$ cat src/rtl/fpu_mul_exception_resolver.sv
// Final exception resolution for the FP multiplier: substitutes special values, keeps sticky flags
// and a saturating exception counter. Optional interrupt output under macro FPU_EXC_IRQ_EN.
module fpu_mul_exception_resolver #(
    parameter int CNT_W = 8
) (
    input  logic             clk,
    input  logic             rst,
    input  logic             in_valid,
    output logic             in_ready,
    input  logic             in_sign,
    input  logic [7:0]       in_exp,
    input  logic [22:0]      in_mant,
    input  logic             invalid_flag,
    input  logic             overflow_flag,
    input  logic             initial_zero_flag,
    output logic             out_valid,
    input  logic             out_ready,
    output logic [31:0]      out_result,
    output logic [2:0]       out_exc,
    input  logic             flag_clear,
    output logic [2:0]       sticky_flags,
    output logic [CNT_W-1:0] exc_count
`ifdef FPU_EXC_IRQ_EN
    ,
    input  logic [2:0]       irq_mask,
    output logic             irq
`endif
);

    localparam logic [31:0] CANON_QNAN = 32'h7FC0_0000;

    // Priority invalid > overflow > zero guarantees a one-hot exception code.
    function automatic logic [34:0] resolve(input logic sign, input logic [7:0] exp,
                                            input logic [22:0] mant, input logic [2:0] flags);
        logic [34:0] r;
        if (flags[2])
            r = {3'b100, CANON_QNAN};
        else if (flags[1])
            r = {3'b010, sign, 8'hFF, 23'h0};
        else if (flags[0])
            r = {3'b001, sign, 31'h0};
        else
            r = {3'b000, sign, exp, mant};
        return r;
    endfunction

    function automatic logic [CNT_W-1:0] sat_inc(input logic [CNT_W-1:0] v, input logic inc);
        logic [CNT_W-1:0] r;
        if (inc && (v != {CNT_W{1'b1}}))
            r = v + CNT_W'(1);
        else
            r = v;
        return r;
    endfunction

    logic        vld_p1;
    logic        sign_p1;
    logic [7:0]  exp_p1;
    logic [22:0] mant_p1;
    logic [2:0]  flags_p1;

    logic        adv_p2;
    logic        take_p1;
    logic        load_p2;
    logic        handshake;
    logic [34:0] resolved_p1;
    logic [2:0]  sticky_next;
    logic [CNT_W-1:0] count_next;

    always_comb begin
        adv_p2      = !out_valid || out_ready;
        in_ready    = !vld_p1 || adv_p2;
        take_p1     = in_valid && in_ready;
        load_p2     = vld_p1 && adv_p2;
        handshake   = out_valid && out_ready;
        resolved_p1 = resolve(sign_p1, exp_p1, mant_p1, flags_p1);
    end

    // Stage 1: capture product and flags
    always_ff @(posedge clk or posedge rst) begin
        if (rst)
            vld_p1 <= 1'b0;
        else
            vld_p1 <= take_p1 || (vld_p1 && !adv_p2);
    end

    always_ff @(posedge clk) begin
        if (take_p1) begin
            sign_p1  <= in_sign;
            exp_p1   <= in_exp;
            mant_p1  <= in_mant;
            flags_p1 <= {invalid_flag, overflow_flag, initial_zero_flag};
        end
    end

    // Stage 2: resolved result register, held while writeback stalls
    always_ff @(posedge clk or posedge rst) begin
        if (rst) begin
            out_valid  <= 1'b0;
            out_result <= 32'h0;
            out_exc    <= 3'b000;
        end else begin
            if (adv_p2)
                out_valid <= vld_p1;
            if (load_p2) begin
                out_result <= resolved_p1[31:0];
                out_exc    <= resolved_p1[34:32];
            end
        end
    end

    // Status: a result retiring in the same cycle as a clear survives the clear
    always_comb begin
        sticky_next = flag_clear ? 3'b000 : sticky_flags;
        count_next  = flag_clear ? '0 : exc_count;
        if (handshake)
            sticky_next = sticky_next | out_exc;
        count_next = sat_inc(count_next, handshake && (|out_exc));
    end

    always_ff @(posedge clk or posedge rst) begin
        if (rst) begin
            sticky_flags <= 3'b000;
            exc_count    <= '0;
        end else begin
            sticky_flags <= sticky_next;
            exc_count    <= count_next;
        end
    end

`ifdef FPU_EXC_IRQ_EN
    always_ff @(posedge clk or posedge rst) begin
        if (rst)
            irq <= 1'b0;
        else
            irq <= |(sticky_next & irq_mask);
    end
`endif

endmodule

$ cat config.mk
export PLATFORM = sky130hd
export DESIGN_NAME = fpu_mul_exception_resolver
export DESIGN_NICKNAME = d
export VERILOG_FILES = /design/src/rtl/fpu_mul_exception_resolver.sv
export SDC_FILE = /design/constraint.sdc
export NUM_CORES = 1
export LEC_CHECK = 0
export BUFFER_PORTS_ARGS = -buffer_cell sky130_fd_sc_hd__buf_2
export CAP_MARGIN = 0
export CORE_MARGIN = 3
export CORE_UTILIZATION = 30
export DETAILED_ROUTE_END_ITERATION = 7
export GPL_ROUTABILITY_DRIVEN = 0
export GPL_TIMING_DRIVEN = 0
export PLACE_DENSITY = 0.61
export SKIP_CTS_REPAIR_TIMING = 1
export SLEW_MARGIN = 25
export SYNTH_ARGS = -nofsm -noshare
export SYNTH_HDL_FRONTEND = slang
export SYNTH_SLANG_ARGS = --single-unit
$ cat constraint.sdc
create_clock -name clk -period 3.3 [get_ports clk]
set_clock_uncertainty 0.05 [all_clocks]
set_input_delay 0.66 -clock clk [delete_from_list [all_inputs] [get_ports clk]]
set_output_delay 0.66 -clock clk [all_outputs]
set_load 0.02 [all_outputs]
# Word-level counts from Yosys, hierarchy flattened
# Cells that the tools add are included.
[totals]
register_bits = 83
in_bits = 40
output_inout_bits = 48
wordCells = 33
[classes]
add_sub_neg = 1
eq_ne = 1
n_mux = 7
bitwise = 1
reduce_logical = 13
[op_table]
columns = ["op", "n"]
rows = [
  ["35-bit two-way mux", 1],
  ["34-bit two-way mux", 1],
  ["33-bit two-way mux", 1],
  ["8-bit two-way mux", 2],
  ["8-bit by 1-bit adder with 8-bit output (second input constant)", 1],
  ["8-bit != test (second input constant)", 1],
  ["1-bit logical AND", 6],
  ["3-bit two-way mux", 2],
  ["1-bit logical NOT", 3],
  ["1-bit logical OR", 3],
  ["3-bit bitwise OR", 1],
  ["3-bit OR reduction", 1],
]

# Logic depth before layout (Yosys ltp)
# Gate-level depths: netlist of run 1.
[depth]
word_depth = 5
mapped_depth = 6
depth_no_buf = 4

# Least setup slack after synthesis of run 1
# Ideal clock, no wire load.
[synth_timing]
kind = "in2reg"
start = "input port out_ready"
end = "register exp_p1[0] (enable)"
setup_time_ps = 395
arrival_time_ps = 1820
required_time_ps = 2855
path_slack_ps = 1035
cell_stages = 2
n_path_buf = 0
path_cell_list = "nand3b_1 -> and2_1"
[synth_between]
elab_chain_len = 3
[synth_rtl]
columns = ["element", "line", "rtl"]
rows = [
  ["start, declared", "17", "input logic out_ready,"],
  ["1-bit logical OR", "71", "adv_p2 = !out_valid || out_ready;"],
  ["1-bit logical OR", "72", "in_ready = !vld_p1 || adv_p2;"],
  ["1-bit logical AND", "73", "take_p1 = in_valid && in_ready;"],
  ["via take_p1", "63", "logic take_p1;"],
  ["end signal, assigned", "90", "exp_p1 <= in_exp;"],
  ["end, declared", "58", "logic [7:0] exp_p1;"],
]
# The timed path passes the listed nets, and every way through them passes these cells.
# A chain may end at the register's enable or synchronous reset.

# Worst setup path after layout of run 1
[layout_timing]
start = "input port out_ready"
end = "output port in_ready"
[layout_between]
elab_chain_len = 2
[layout_rtl]
columns = ["element", "line", "rtl"]
rows = [
  ["1-bit logical OR", "71", ""],
  ["1-bit logical OR", "72", ""],
  ["end, declared", "9", "output logic in_ready,"],
]
# No other way between the ends.

==> results.tsv, run 1 <==
metric	value	unit
RSZ-0062 raised after global routing	no	
hold_ws	0.345	ns
async set-reset flop share out of synthesis	57.8	%
number of synthesis warnings	0	
sequential cell area fraction in the yosys report	74.5	%
Die H	106	um
TNS Setup	0	ns
min-delay worst type	primary input to async pin	
# port buffers	87	
status	completed	
Final ANT Viol Nets	0	
Initial Util	30.9	%
most used cell, CP	buf_2	
area delta synth->final	27.0	%
CP peak stage delay	0.20	ns
Gate Count Post-Synth	208	
worst skew pair latency	0.34	ns
GR Overflow Total	0	
post-route minimum period	1.91	ns
fin nets	347	
Tot GR Track Use	11.9	%
vias in the first global route	2038	
critical-path cell list	buf_2 > nand3b_1 > buf_2	
synth unique cells	34	
Worst-path clk slew	0.08	ns
CORE AREA	9770	um2
final hold violations	0	
drt total wl	6380	um
drc violations	0	
relative slew slack	59.2	%
critical path peak fanout	6	
Synth area leader	dfrtp_1	
synthesized flop and latch total	83	
Max IR drop VDD	0.241	mV
routed vias	2016	
# diodes	0	
Critical Path Source Type	primary input	
DIE WIDTH	106	um
fin area	3840	um2
Worst-Margin Slew	0.613	ns
die area	11300	um2
Pins Over Slew Limit	0	
layout cells sized above 1	38.1	%
# IOs	88	
Final setup viols	0	
via/cell ratio	4.53	
commonest cells in the netlist	dfrtp_1, edfxtp_1, a22o_1, nand2_1, o21ai_0	
largest net degree at the start of global routing	49	
Clock Path Buffers	2	
Placed Area	3650	um2
Mapped Area	3020	um2
first-pass detailed-route iteration total	4	
Max-Cap Viols	0	
Fmax achieved	524	MHz
leak pwr	1.74	nW
Yosys top cell area share	39.7	%
Post-Syn Nets	248	
slowest CP cell	nand3b_1	
number of flops mapped to enable cells by yosys	35	
Synth Flop Type	dfrtp_1	
Worst setup EP type	primary output	
WL/cell	14.3	um
Rows	36	
# clock sinks	83	
drt initial violations	71	
most frequent cell after synthesis	dfrtp_1	
Final Cycle Share	57.8	%
initial antenna violation count	0	
CTS tree	yes	
cell family contributing the most delay on the critical path	buffers and inverters	
HPWL Detailed	4390	um
dominant cells by area after synthesis	dfrtp_1, edfxtp_1, a22o_1	
pwr/cell area	570	nW/um2
H-tree depth	3	
Mapped Avg Cell Area	14.5	um2
first-pass GRT wire length	10400	um
Data arrival, critical path	1.20	ns
clk root buf	clkbuf_8	
CP bufs+invs	2	
worst path required time	2.59	ns
Register-to-Register Setup Slack	1.59	ns
number of CTS-inserted buffers	9	
Pwr Total	0.00219	W
Setup CP Type	primary input to primary output	
-- routing by layer --
metal / GRT usage, % / share of wire, %
met1: 14.7 / 44
met3: 4.13 / 5.9
met2: 19.0 / 48
met5: 0 / 0
met4: 4.63 / 2.2
-- cell families after synthesis --
group	after synthesis	share of synthesized area (%)
flops	83	74.5
compound gates	57	13.5
simple gates	47	8.32
buf+inv	18	2.69
mux	2	0.703
xor+xnor	1	0.290
-- layout by cell type, fill, tap and decap left out, drive strengths merged, types with 2 or more instances in the layout --
cell / netlist / final
nand3: 3 / 3
o21ai: 14 / 14
or2: 3 / 3
clkinv: 1 / 4
edfxtp: 35 / 35
nand2b: 6 / 6
nor3: 2 / 2
nand2: 18 / 18
a22o: 22 / 22
clkbuf: 2 / 12
buf: 7 / 95
a21oi: 13 / 13
o31ai: 2 / 2
nor2: 6 / 6
nor4: 2 / 2
dfrtp: 48 / 48
nand3b: 2 / 2
inv: 8 / 9
nor2b: 2 / 2
-- stage by stage --
step	std cells	utilization, %	worst slack (ns)
CTS	445	39.3	1.37
detailed placement	429	37.3	1.31
global placement	428	37.1	0.535
global route	445	39.3	1.26
floorplan	208	-	1.04
finish	445	39.3	1.39
-- layout make-up --
cell class	count	area, um2
clock buffers	10	128
flip-flops and latches	83	2250
plain buffers	9	47.5
multi-input cells	107	692
clock inverters	6	63.8
inverters	9	36.3
repair buffers	88	455
fillers	953	5930
well taps	133	166
-- power breakdown --
part           switching [W]  internal, W  leakage (nW)
Combinational       0.000173    0.0000958         0.681
Clock               0.000364     0.000350        0.0943
Sequential         0.0000442      0.00116         0.964
Total               0.000581      0.00161          1.74
-- sequential cells by signal (all words and copies together), names as in the netlist --
signal,cells
out_exc,3
sign_p1,1
exp_p1,8
out_result,32
mant_p1,23
out_valid,1
vld_p1,1
exc_count,8
flags_p1,3
sticky_flags,3
-- worst reg2reg max path: cells and delay by family, from the launching register on --
kind | cells | cell delay, ns
compound gates | 1 | 0.15
flops | 1 | 0.44
buf+inv | 2 | 0.44
simple gates | 2 | 0.57
-- final timing paths --
path,endpoint,cells after the start,start
min in group clk,out_result[18]$_DFFE_PP0P_,1,mant_p1[18]$_DFFE_PP_
max reg2reg,out_result[8]$_DFFE_PP0P_,5,flags_p1[2]$_DFFE_PP_
min reg2reg,out_result[18]$_DFFE_PP0P_,1,mant_p1[18]$_DFFE_PP_
max,in_ready,3,out_ready
max in group asynchronous,out_result[27]$_DFFE_PP0P_,2,rst
min,out_result[4]$_DFFE_PP0P_,2,rst
No activity file was read; power rests on OpenSTA's default activity.
==> inputs of run 2 (changes only) <==
clock period = 1.9 ns   (was 3.3 ns; I/O delays follow)
==> run 2 against run 1 <==
Design area decreased by 1.2%; final cell count unchanged; combinational power increased by 71%; highest routed layer unchanged; sequential cell count did not move.
==> results.tsv, run 2 (synthesis results as in run 1) <==
metric	value	unit	change
status	completed		
WL/cell	14.0	um	-2.5%
Fmax achieved	584	MHz	
Clock Path Buffers	2		unchanged
Worst-Margin Slew	0.592	ns	-0.0205 ns
Largest register FFs	32		unchanged
met2 routed WL	2970	um	-3.2%
worst path required time	2.13	ns	-0.46 ns
Rows	36		unchanged
CORE AREA	9770	um2	unchanged
post-route minimum period	1.71	ns	
max layer used	met4		
total length of routed met3 wires	406	um	+8.0%
TNS Setup	0	ns	unchanged
DRT met1 WL	2750	um	-1.5%
Max IR drop VDD	0.327	mV	+36%
relative slew slack	60.5	%	+1.4 points
GR Overflow Total	0		unchanged
# IOs	88		unchanged
drt initial violations	55		-23%
Worst-path clk slew	0.08	ns	about the same
first-pass GRT wire length	10200	um	-1.2%
RSZ-0062 raised after global routing	no		
CTS tree	yes		
Die H	106	um	unchanged
via/cell ratio	4.42		-2.4%
Max-Cap Viols	0		unchanged
commonest non-fill, non-tap cell in the layout	buf_2		
largest net degree at the start of global routing	49		unchanged
H-tree depth	3		unchanged
Critical Path Source Type	flip-flop		
routed vias	1968		-2.4%
initial antenna violation count	1		+1
layout cells sized above 1	37.3	%	-0.84 points
fin nets	346		-0.29%
Final setup viols	0		unchanged
min-delay worst type	primary input to async pin		
number of CTS-inserted buffers	9		unchanged
first-pass detailed-route iteration total	4		unchanged
Final Util	38.8	%	-0.46 points
leak pwr	1.72	nW	-0.98%
Data arrival, critical path	1.94	ns	+0.74 ns
Pwr Total	0.00364	W	+66%
pwr/cell area	959	nW/um2	+68%
CP peak stage delay	0.44	ns	+0.24 ns
die area	11300	um2	unchanged
Initial Util	30.9	%	unchanged
slowest CP cell	edfxtp_1		
Cells after DPL	428		-0.23%
final hold violations	0		unchanged
Final ANT Viol Nets	0		unchanged
Placed Area	3630	um2	-0.55%
vias in the first global route	2010		-1.4%
critical path peak fanout	10		+4
Worst setup EP type	flip-flop		
clk root buf	clkbuf_8		
Pins Over Slew Limit	0		unchanged
# port buffers	87		unchanged
DIE WIDTH	106	um	unchanged
worst skew pair latency	0.34	ns	about the same
drc violations	0		unchanged
Non-Filler Instances	445		unchanged
Setup CP Type	flip-flop to flip-flop		
drt total wl	6210	um	-2.5%
fin area	3800	um2	-1.2%
HPWL Detailed	4290	um	-2.3%
area delta synth->final	25.5	%	
Fill cells	977		+2.5%
Tot GR Track Use	12.0	%	+0.074 points
biggest regs	out_result: 32 flops, mant_p1: 23 flops		
most frequent cells in the layout	buf_2, dfrtp_1, edfxtp_1		
# clock sinks	83		unchanged
critical-path cell list	or2_2 > buf_2 > nor3_2 > buf_4 > a22o_1		
Final Cycle Share	90.2	%	
Biggest register	out_result		
-- run 2: cell types whose count changed in the layout (fill, tap and decap cells not counted) --
| cell | change |
|---|---|
| inv_6 | -1 |
| buf_12 | -1 |
| clkinv_2 | +1 |
| clkinvlp_4 | -1 |
| diode_2 | +1 |
| clkinv_4 | -1 |
| bufinv_16 | -1 |
| clkbuf_8 | +1 |
| and2_2 | -1 |
| clkbuf_1 | +2 |
| and2_4 | +1 |
-- run 2: power breakdown --
part	internal, W	switching, W	total, W
sequential	0.00202	0.0000747	0.00209
combinational	0.000161	0.000299	0.000460
clock	0.000504	0.000586	0.00109
total	0.00268	0.000959	0.00364
-- run 2: path summary, 6_finish.rpt --
path / startpoint / endpoint / slack, ns / depth (start not counted)
worst max-delay path: flags_p1[2]$_DFFE_PP_ / out_result[7]$_DFFE_PP0P_ / 0.19 / 5
worst min-delay path: rst / out_result[9]$_DFFE_PP0P_ / 0.06 / 2
worst max register to register: flags_p1[2]$_DFFE_PP_ / out_result[7]$_DFFE_PP0P_ / 0.19 / 5
worst min register to register: mant_p1[21]$_DFFE_PP_ / out_result[21]$_DFFE_PP0P_ / 0.41 / 1
max in group asynchronous: rst / out_valid$_DFFE_PP0P_ / 1.34 / 2
min in group clk: in_mant[19] / mant_p1[19]$_DFFE_PP_ / 0.16 / 1
-- run 2: cell type report --
type / instances / area [um2] / share of cell area, %
tap: 133 / 166 / 4.38
antenna: 1 / 2.50 / 0.0659
inverter: 9 / 36.3 / 0.956
clock buffer: 13 / 149 / 3.92
buffer: 9 / 47.5 / 1.25
timing repair buffer: 87 / 435 / 11.5
multi-input combinational: 107 / 693 / 18.3
sequential: 83 / 2250 / 59.3
clock inverter: 3 / 13.8 / 0.363
-- run 2: layer usage --
metal | GRT usage, % | vias to the layer above
li1 | - | 957
met1 | 15.1 | 943
met2 | 18.1 | 61
met3 | 3.64 | 7
met4 | 7.03 | 0
met5 | 0 | -
-- run 2: critical path, delay by kind of cell, from the launching register on --
family	cells	cell delay (ns)
compound gates	1	0.14
simple gates	2	0.58
buf+inv	2	0.44
flops	1	0.44
-- run 2: through the flow --
step | worst slack (ns) | hold WS (ns)
CTS | 0.0275 | 0.0699
floorplan | 0.0909 | 0.393
finish | 0.186 | 0.0606
detailed placement | -0.0501 | 0.400
global route | 0.0143 | 0.104
global placement | -0.384 | 0.394
